==> config.mk <==
export PLATFORM = sky130hd
export DESIGN_NAME = trap_csr_unit
export DESIGN_NICKNAME = d
export VERILOG_FILES = /design/src/rtl/trap_pkg.sv /design/src/rtl/csr_regfile.sv /design/src/rtl/trap_csr_unit.sv
export SDC_FILE = /design/constraint.sdc
export NUM_CORES = 1
export LEC_CHECK = 0
export CORE_MARGIN = 5
export CORE_UTILIZATION = 45
export CTS_CLUSTER_SIZE = 40
export DETAILED_ROUTE_END_ITERATION = 8
export PLACE_DENSITY = 0.71
export SYNTH_ARGS = -nofsm -noshare
export SYNTH_HDL_FRONTEND = slang
export SYNTH_SLANG_ARGS = --single-unit
==> constraint.sdc <==
create_clock -name clk_i -period 6.4 [get_ports clk_i]
set_clock_uncertainty 0.1 [all_clocks]
set_input_delay 1.92 -clock clk_i [delete_from_list [all_inputs] [get_ports clk_i]]
set_output_delay 1.92 -clock clk_i [all_outputs]
set_load 0.05 [all_outputs]
==> src/rtl/trap_pkg.sv <==
// Shared constants and types for the machine-mode trap controller and its CSR file.
package trap_pkg;
  localparam logic [11:0] CSR_MSTATUS  = 12'h300;
  localparam logic [11:0] CSR_MTVEC    = 12'h305;
  localparam logic [11:0] CSR_MSCRATCH = 12'h340;
  localparam logic [11:0] CSR_MEPC     = 12'h341;
  localparam logic [11:0] CSR_MCAUSE   = 12'h342;
  localparam logic [11:0] CSR_MTVAL    = 12'h343;

  localparam int MIE_BIT  = 3;
  localparam int MPIE_BIT = 7;

  typedef enum logic [1:0] {
    CSR_OP_READ  = 2'b00,
    CSR_OP_WRITE = 2'b01,
    CSR_OP_SET   = 2'b10,
    CSR_OP_CLEAR = 2'b11
  } csr_op_t;

  typedef enum logic [1:0] {
    ST_IDLE     = 2'd0,
    ST_DRAIN    = 2'd1,
    ST_REDIRECT = 2'd2
  } trap_state_t;

  function automatic logic [31:0] csr_apply(csr_op_t op, logic [31:0] old_v, logic [31:0] wdata);
    case (op)
      CSR_OP_WRITE: csr_apply = wdata;
      CSR_OP_SET:   csr_apply = old_v | wdata;
      CSR_OP_CLEAR: csr_apply = old_v & ~wdata;
      default:      csr_apply = old_v;
    endcase
  endfunction
endpackage

==> src/rtl/csr_regfile.sv <==
// Machine CSR storage: read mux, illegal-address decode, write-op arithmetic,
// plus the trap-entry and mret side effects commanded by the controller.
module csr_regfile
  import trap_pkg::*;
#(
  parameter logic [31:0] RESET_MTVEC       = 32'h0000_2000,
  parameter logic        RESET_MSTATUS_MIE = 1'b0
) (
  input  logic        clk_i,
  input  logic        rsn_i,
  input  logic [11:0] i_addr,
  input  csr_op_t     i_op,
  input  logic [31:0] i_wdata,
  input  logic        i_wr_en,
  input  logic        i_trap,
  input  logic [31:0] i_trap_mepc,
  input  logic [31:0] i_trap_mcause,
  input  logic [31:0] i_trap_mtval,
  input  logic        i_mret,
  output logic [31:0] o_rdata,
  output logic        o_illegal,
  output logic        o_mie,
  output logic [31:0] o_mtvec,
  output logic [31:0] o_mepc
);
  logic        r_mie, r_mpie;
  logic [31:0] r_mtvec, r_mscratch, r_mepc, r_mcause, r_mtval;
  logic [31:0] w_rdata, w_wval;
  logic        w_illegal;

  always_comb begin
    w_rdata   = '0;
    w_illegal = 1'b0;
    case (i_addr)
      CSR_MSTATUS: begin
        w_rdata[MIE_BIT]  = r_mie;
        w_rdata[MPIE_BIT] = r_mpie;
      end
      CSR_MTVEC:    w_rdata = r_mtvec;
      CSR_MSCRATCH: w_rdata = r_mscratch;
      CSR_MEPC:     w_rdata = r_mepc;
      CSR_MCAUSE:   w_rdata = r_mcause;
      CSR_MTVAL:    w_rdata = r_mtval;
      default:      w_illegal = 1'b1;
    endcase
  end

  // Read-modify-write operates on the architecturally visible (masked) value.
  assign w_wval = csr_apply(i_op, w_rdata, i_wdata);

  always_ff @(posedge clk_i or negedge rsn_i) begin
    if (!rsn_i) begin
      r_mie      <= RESET_MSTATUS_MIE;
      r_mpie     <= 1'b0;
      r_mtvec    <= RESET_MTVEC;
      r_mscratch <= '0;
      r_mepc     <= '0;
      r_mcause   <= '0;
      r_mtval    <= '0;
    end else if (i_trap) begin
      r_mepc   <= {i_trap_mepc[31:2], 2'b00};
      r_mcause <= i_trap_mcause;
      r_mtval  <= i_trap_mtval;
      r_mpie   <= r_mie;
      r_mie    <= 1'b0;
    end else if (i_mret) begin
      r_mie  <= r_mpie;
      r_mpie <= 1'b1;
    end else if (i_wr_en) begin
      case (i_addr)
        CSR_MSTATUS: begin
          r_mie  <= w_wval[MIE_BIT];
          r_mpie <= w_wval[MPIE_BIT];
        end
        CSR_MTVEC:    r_mtvec    <= {w_wval[31:2], 2'b00};
        CSR_MSCRATCH: r_mscratch <= w_wval;
        CSR_MEPC:     r_mepc     <= {w_wval[31:2], 2'b00};
        CSR_MCAUSE:   r_mcause   <= w_wval;
        CSR_MTVAL:    r_mtval    <= w_wval;
        default: ;
      endcase
    end
  end

  assign o_rdata   = w_rdata;
  assign o_illegal = w_illegal;
  assign o_mie     = r_mie;
  assign o_mtvec   = r_mtvec;
  assign o_mepc    = r_mepc;
endmodule

==> src/rtl/trap_csr_unit.sv <==
// Machine-mode trap controller: drains on kill, commits the precise exception
// into the CSRs, redirects fetch to mtvec/mepc and arbitrates CSR writes.
module trap_csr_unit
  import trap_pkg::*;
#(
  parameter logic [31:0] RESET_MTVEC       = 32'h0000_2000,
  parameter logic        RESET_MSTATUS_MIE = 1'b0
) (
  input  logic        clk_i,
  input  logic        rsn_i,
  input  logic        kill_instr_i,
  input  logic        exc_occured_i,
  input  logic [31:0] exc_mepc_i,
  input  logic [31:0] exc_mcause_i,
  input  logic [31:0] exc_mtval_i,
  input  logic        csr_req_i,
  input  logic [1:0]  csr_op_i,
  input  logic [11:0] csr_addr_i,
  input  logic [31:0] csr_wdata_i,
  output logic [31:0] csr_rdata_o,
  output logic        csr_illegal_o,
  input  logic        mret_i,
  output logic        stall_o,
  output logic        redirect_valid_o,
  output logic [31:0] redirect_pc_o,
  output logic        mie_o
);
  trap_state_t r_state;
  logic        r_stall, r_redir_vld;
  logic [31:0] r_redir_pc;
  logic        w_trap, w_kill, w_mret, w_wr_en, w_dec_illegal;
  logic [31:0] w_mtvec, w_mepc;
  csr_op_t     w_op;

  assign w_op = csr_op_t'(csr_op_i);

  // Events are only honoured in the states that accept them; exc wins over kill wins over mret.
  assign w_trap  = exc_occured_i & (r_state != ST_REDIRECT);
  assign w_kill  = kill_instr_i & ~exc_occured_i & (r_state == ST_IDLE);
  assign w_mret  = mret_i & ~exc_occured_i & ~kill_instr_i & (r_state == ST_IDLE);
  assign w_wr_en = csr_req_i & (w_op != CSR_OP_READ) & ~w_dec_illegal & (r_state != ST_DRAIN)
                 & ~w_trap & ~w_kill & ~w_mret;

  csr_regfile #(
    .RESET_MTVEC       (RESET_MTVEC),
    .RESET_MSTATUS_MIE (RESET_MSTATUS_MIE)
  ) u_csr (
    .clk_i         (clk_i),
    .rsn_i         (rsn_i),
    .i_addr        (csr_addr_i),
    .i_op          (w_op),
    .i_wdata       (csr_wdata_i),
    .i_wr_en       (w_wr_en),
    .i_trap        (w_trap),
    .i_trap_mepc   (exc_mepc_i),
    .i_trap_mcause (exc_mcause_i),
    .i_trap_mtval  (exc_mtval_i),
    .i_mret        (w_mret),
    .o_rdata       (csr_rdata_o),
    .o_illegal     (w_dec_illegal),
    .o_mie         (mie_o),
    .o_mtvec       (w_mtvec),
    .o_mepc        (w_mepc)
  );

  always_ff @(posedge clk_i or negedge rsn_i) begin
    if (!rsn_i) begin
      r_state     <= ST_IDLE;
      r_stall     <= 1'b0;
      r_redir_vld <= 1'b0;
      r_redir_pc  <= '0;
    end else begin
      r_redir_vld <= 1'b0;
      case (r_state)
        ST_IDLE: begin
          if (w_trap) begin
            r_state     <= ST_REDIRECT;
            r_stall     <= 1'b1;
            r_redir_vld <= 1'b1;
            r_redir_pc  <= w_mtvec;
          end else if (w_kill) begin
            r_state <= ST_DRAIN;
            r_stall <= 1'b1;
          end else if (w_mret) begin
            r_state     <= ST_REDIRECT;
            r_stall     <= 1'b1;
            r_redir_vld <= 1'b1;
            r_redir_pc  <= w_mepc;
          end
        end
        ST_DRAIN: begin
          if (w_trap) begin
            r_state     <= ST_REDIRECT;
            r_redir_vld <= 1'b1;
            r_redir_pc  <= w_mtvec;
          end
        end
        ST_REDIRECT: begin
          r_state <= ST_IDLE;
          r_stall <= 1'b0;
        end
        default: begin
          r_state <= ST_IDLE;
          r_stall <= 1'b0;
        end
      endcase
    end
  end

  assign csr_illegal_o    = csr_req_i & w_dec_illegal;
  assign stall_o          = r_stall;
  assign redirect_valid_o = r_redir_vld;
  assign redirect_pc_o    = r_redir_pc;
endmodule

# Yosys cells after proc, flatten, opt, wreduce, memory -nomap -nowiden
# Index checks and enable logic that the tools add are counted.
# Widths: inputs -> output; s select.
# op_classes
reduce_logical,19
n_bitwise,22
n_eq_ne,17
mux,46
# op_table
cell,n
$mux 32,16
$pmux 24 s5,1
$pmux 32 s3,1
$eq 12x10->1 const B,6
$pmux 32 s2,1
$and 32x32->32,1
$not 32->32,1
$or 32x32->32,1
$pmux 3 s5,2
$mux 1,16
$and 1x1->1,13
$pmux 1 s6,2
$reduce_and 4->1,3
$reduce_bool 2->1,6
$reduce_and 3->1,3
$mux 2,4
$ne 2x2->1 const B,3
$ne 3x3->1 const B,2
$not 1->1,6
$reduce_and 2->1,3
$reduce_bool 3->1,2
$reduce_or 6->1,1
$eq 2x1->1 const B,2
$eq 2x2->1 const B,2
5 further kinds,6
# totals
input_bits,148
wordCells,115
ff_bits,196
output_inout_bits,68

# Logic depth before layout (Yosys ltp)
# Gate-level depths: netlist of the first run.
# logic_depth
ltp_word,10
ltp_mapped,10
mapped_depth_nobuf,6

# By module
# A second synthesis of the first run with hierarchy kept.
# unflattened
hier_cells,1121
hier_area_um2,10505.1
# modules_own_cells
mod,seq_area_each_um2,cells_per_inst,n_inst,area_each_um2
csr_regfile,3955.0,957,1,8758.4
trap_csr_unit,900.9,164,1,1746.7

# Worst setup path after synthesis of the first run
# Ideal clock, no wire load.
# synth_timing
path_kind,in2out
start,input csr_addr_i[5]
end,output csr_rdata_o[11]
slack_ns,0.600
required_ns,4.380
stages,8
arrival_ns,3.780
cell_sequence,nor4_4 > and2_1 > buf_4 > and3_1 > buf_4 > buf_6 > clkbuf_1 > a22o_1
# synth_between
elab_chain_cells,2
elab_cells_between_ends,6
# synth_lines
item,line,rtl
from (decl),trap_csr_unit.sv:18,"input logic [11:0] csr_addr_i,"
$eq 12x10->1,csr_regfile.sv:34,case (i_addr)
$pmux 24 s5 (*),csr_regfile.sv:34,
to (decl),trap_csr_unit.sv:20,"output logic [31:0] csr_rdata_o,"
# Mark *: on every way between the ends. The rest lies on a longest branch, timed or not.

# Final worst setup path of the first run
# layout_timing
start,input csr_addr_i[5]
end,output csr_rdata_o[10]
# The elaborated chain is that of the path after synthesis.

==> flow_summary.toml, run 1 <==
[power]
max-vdd-ir-drop_v = 0.000157
power_density_nw_per_um2 = 240
post-layout-total-power_mw = 3.34
leakage_nw = 5.90

[die]
die_x_um = 164
design.portCount = 216
die_area_um2 = 26900
dieHeight_um = 164
rows = 56
effective_utilization_at_floorplan = 0.457
core_um2 = 23400

[placed_design]
hpwl_mm = 23.7
place_ws_ns = 0.338
io_buffer_count = 211
routabilityCongestion = 0.874

[worst_hold_path]
worst_hold_path_type = "reg2reg"
hold_start = "redirect_pc_o[11]"

[cts]
clockRootBuffer = "sky130_fd_sc_hd__clkbuf_16"
clock_sink_count = 192
cts_tree = "yes"
cts_post_setup_buffers_inserted = 0
postCtsHoldBufs = 0
numCtsBuffers = 17
cts-htree-levels = 4
cts-resized-gates = 0
clk-insertion-delay-late_ns = 0.43
ctsLongestPathBuffers = 2
clkSlewWorstSetupHoldPaths_ns = 0.07

[sta]
setup_viol_count_final = 0
worst-slew-pin-transition_ns = 1.08
relSlewSlack = 0.279
final.setup.tns_ns = 0
holdWs_ns = 0.379
maxSlewViolCount = 0
final_critical_path_setup_slack_ns = 0.316
fmaxAchievable_mhz = 164
grt_setup_unrepaired = "false"
period_needed_ns = 6.08
finalHoldViolations = 0
fin_crit_sh = 0.951

[synth]
synthDominantAreaCellType = "sky130_fd_sc_hd__dfrtp_1"
yosysTopAreaCellShare = 0.447
synth-seq-cells = 192
seq_area_frac_synth = 0.450
synth-async-reset-ratio = 1.00
synth-edff-count = 0
syn-cell-area_um2 = 10700
synth_ff_type = "sky130_fd_sc_hd__dfrtp_1"
syn_inst = 1068
synth.area.top_cells = "sky130_fd_sc_hd__dfrtp_1, sky130_fd_sc_hd__mux2_2, sky130_fd_sc_hd__nand2_1"
synth_top_cells_by_count = "sky130_fd_sc_hd__nand2_1, sky130_fd_sc_hd__dfrtp_1, sky130_fd_sc_hd__mux2_2, sky130_fd_sc_hd__o211ai_1, sky130_fd_sc_hd__clkbuf_1"
yosys.cell_types.count = 57
synth.avg_cell_area_um2 = 10.0
warning_count_from_the_yosys_run = 0
synthMostInstantiatedCell = "sky130_fd_sc_hd__nand2_1"

[route]
antenna_violating_nets_post_route = 0
route.detailed.wl_per_inst_um = 22.5
postRouteWirelength_mm = 35.5
detail_route.iter0.violations = 990
post_drt_via_cell_ratio = 6.04
drt_drc_violations_left = 0
firstDrtPassIters = 8
route.vias.total = 9505

[critical_path]
cp_data_required_time_ns = 4.38
worstSetupStartpointType = "input port"
critical_path.max_fanout = 12
worstReg2RegStart = "r_state[0]"
path_class = "in2out"
crit_path_end_kind = "primary output"
setup.worst_path.start = "csr_addr_i[5]"
critPathArrivalTime_ns = 4.06

[run]
maxCapViolations = 0

[global_route]
pin_count_of_the_biggest_net_entering_global_routing = 108
grt_overflow = 0
wire_length_of_the_first_global_routing_pass_mm = 54.7
grt_antenna_before_repair = 2
grt.total_usage = 0.262
first_global_vias = 9667

[run_status]
outcome = "completed"

[final_layout]
layout-drive-gt1-share = 0.165
design.final.nets = 1388
fillerInstances = 1986
flow.area_growth_from_synthesis_pct = 30.3
-- cell families after synthesis --
logic type                 count (synthesis)  share of synthesized area
adders and majority gates                  1                   0.000936
DFF                                      192                      0.450
and+or+nand+nor                          290                      0.120
muxes                                    127                      0.132
AOI/OAI and AO/OA                        328                      0.229
xor gates and xnor gates                  28                     0.0229
buffers and inverters                    101                     0.0446
other                                      1                   0.000351
-- layout make-up --
cell class,instances,area (um2),share of cell area
clock buffers,21,460,0.0331
diodes,1,2.50,0.000180
inverters,6,22.5,0.00162
repair buffers,247,2660,0.191
clock inverters,11,108,0.00773
well taps,319,399,0.0287
flip-flops and latches,192,4810,0.345
multi-input cells,776,5470,0.393
-- layout by cell type, fill, tap and decap left out, drive strengths merged, types with 2 or more instances in the layout --
master / synthesis / final
a211o: 26 / 26
a21o: 2 / 2
a21oi: 48 / 48
a222oi: 26 / 26
a22o: 34 / 34
a22oi: 18 / 18
a31oi: 5 / 5
and2: 5 / 5
and3: 15 / 15
buf: 41 / 73
clkbuf: 54 / 22
clkdlybuf4s50: 0 / 173
clkinv: 0 / 2
clkinvlp: 0 / 5
conb: 1 / 2
dfrtp: 191 / 191
inv: 6 / 9
mux2: 74 / 74
mux2i: 49 / 49
mux4: 4 / 4
nand2: 210 / 210
nand3: 9 / 9
nand4: 3 / 3
nor2: 18 / 18
nor2b: 8 / 8
nor3: 4 / 4
nor3b: 4 / 4
o2111ai: 2 / 2
o211ai: 79 / 79
o21ai: 51 / 51
o22a: 3 / 3
o2bb2ai: 28 / 28
or2: 3 / 3
or3: 3 / 3
xnor2: 28 / 28
-- final timing paths --
check                      depth (start not counted)  slack (ns)           endpoint
max                                                7        0.32    csr_rdata_o[10]
min                                                2        0.38  redirect_pc_o[11]
max reg2reg                                        6        3.37    u_csr.o_mepc[2]
min reg2reg                                        2        0.38  redirect_pc_o[11]
max in group asynchronous                          2        3.52   u_csr.o_mepc[14]
min in group asynchronous                          1        1.50   redirect_valid_o
-- per-layer routing --
layer  up-vias  part of all wire  GRT usage
li1       4300                 -          -
met1      4680              0.41      0.349
met2       450              0.48      0.426
met3        73             0.079     0.0517
met4         2             0.026     0.0984
met5         -           0.00037          0
-- flip-flops by register name, summed over array words and instances, names as in the netlist --
name              flops
u_csr.r_mtval        32
u_csr.o_mtvec        30
u_csr.o_mie           1
redirect_valid_o      1
stall_o               1
redirect_pc_o        30
r_state               2
u_csr.r_mscratch     32
u_csr.r_mcause       32
u_csr.r_mpie          1
u_csr.o_mepc         30
-- critical path, stage by stage --
cell                              delay, ns
sky130_fd_sc_hd__clkdlybuf4s50_1       0.46
sky130_fd_sc_hd__nor4_4                0.35
sky130_fd_sc_hd__and2_1                0.41
sky130_fd_sc_hd__and3_1                0.26
sky130_fd_sc_hd__buf_4                 0.23
sky130_fd_sc_hd__a22o_1                0.27
sky130_fd_sc_hd__buf_12                0.16
-- where the power goes --
group          total (mW)  switching [mW]  internal (mW)
registers            1.45          0.0953           1.36
logic               0.837           0.500          0.337
clock network        1.05           0.491          0.562
-- stage by stage --
stage                util  cell area, um2  std cells
floorplan               -           10700       1069
global placement    0.571           13400       1540
detailed placement  0.571           13400       1540
CTS                 0.595           13900       1572
global route        0.595           13900       1573
finish              0.595           13900       1573
(Power assumes the default switching activity.)
==> run 2: changes to the inputs <==
--- a/config.mk
+++ b/config.mk
@@ -13,3 +13,4 @@
 export SYNTH_ARGS = -nofsm -noshare
 export SYNTH_HDL_FRONTEND = slang
 export SYNTH_SLANG_ARGS = --single-unit
+export TNS_END_PERCENT = 30
==> results of run 2 <==
Same layout as run 1: the final DEF is identical, and so are final timing and power.
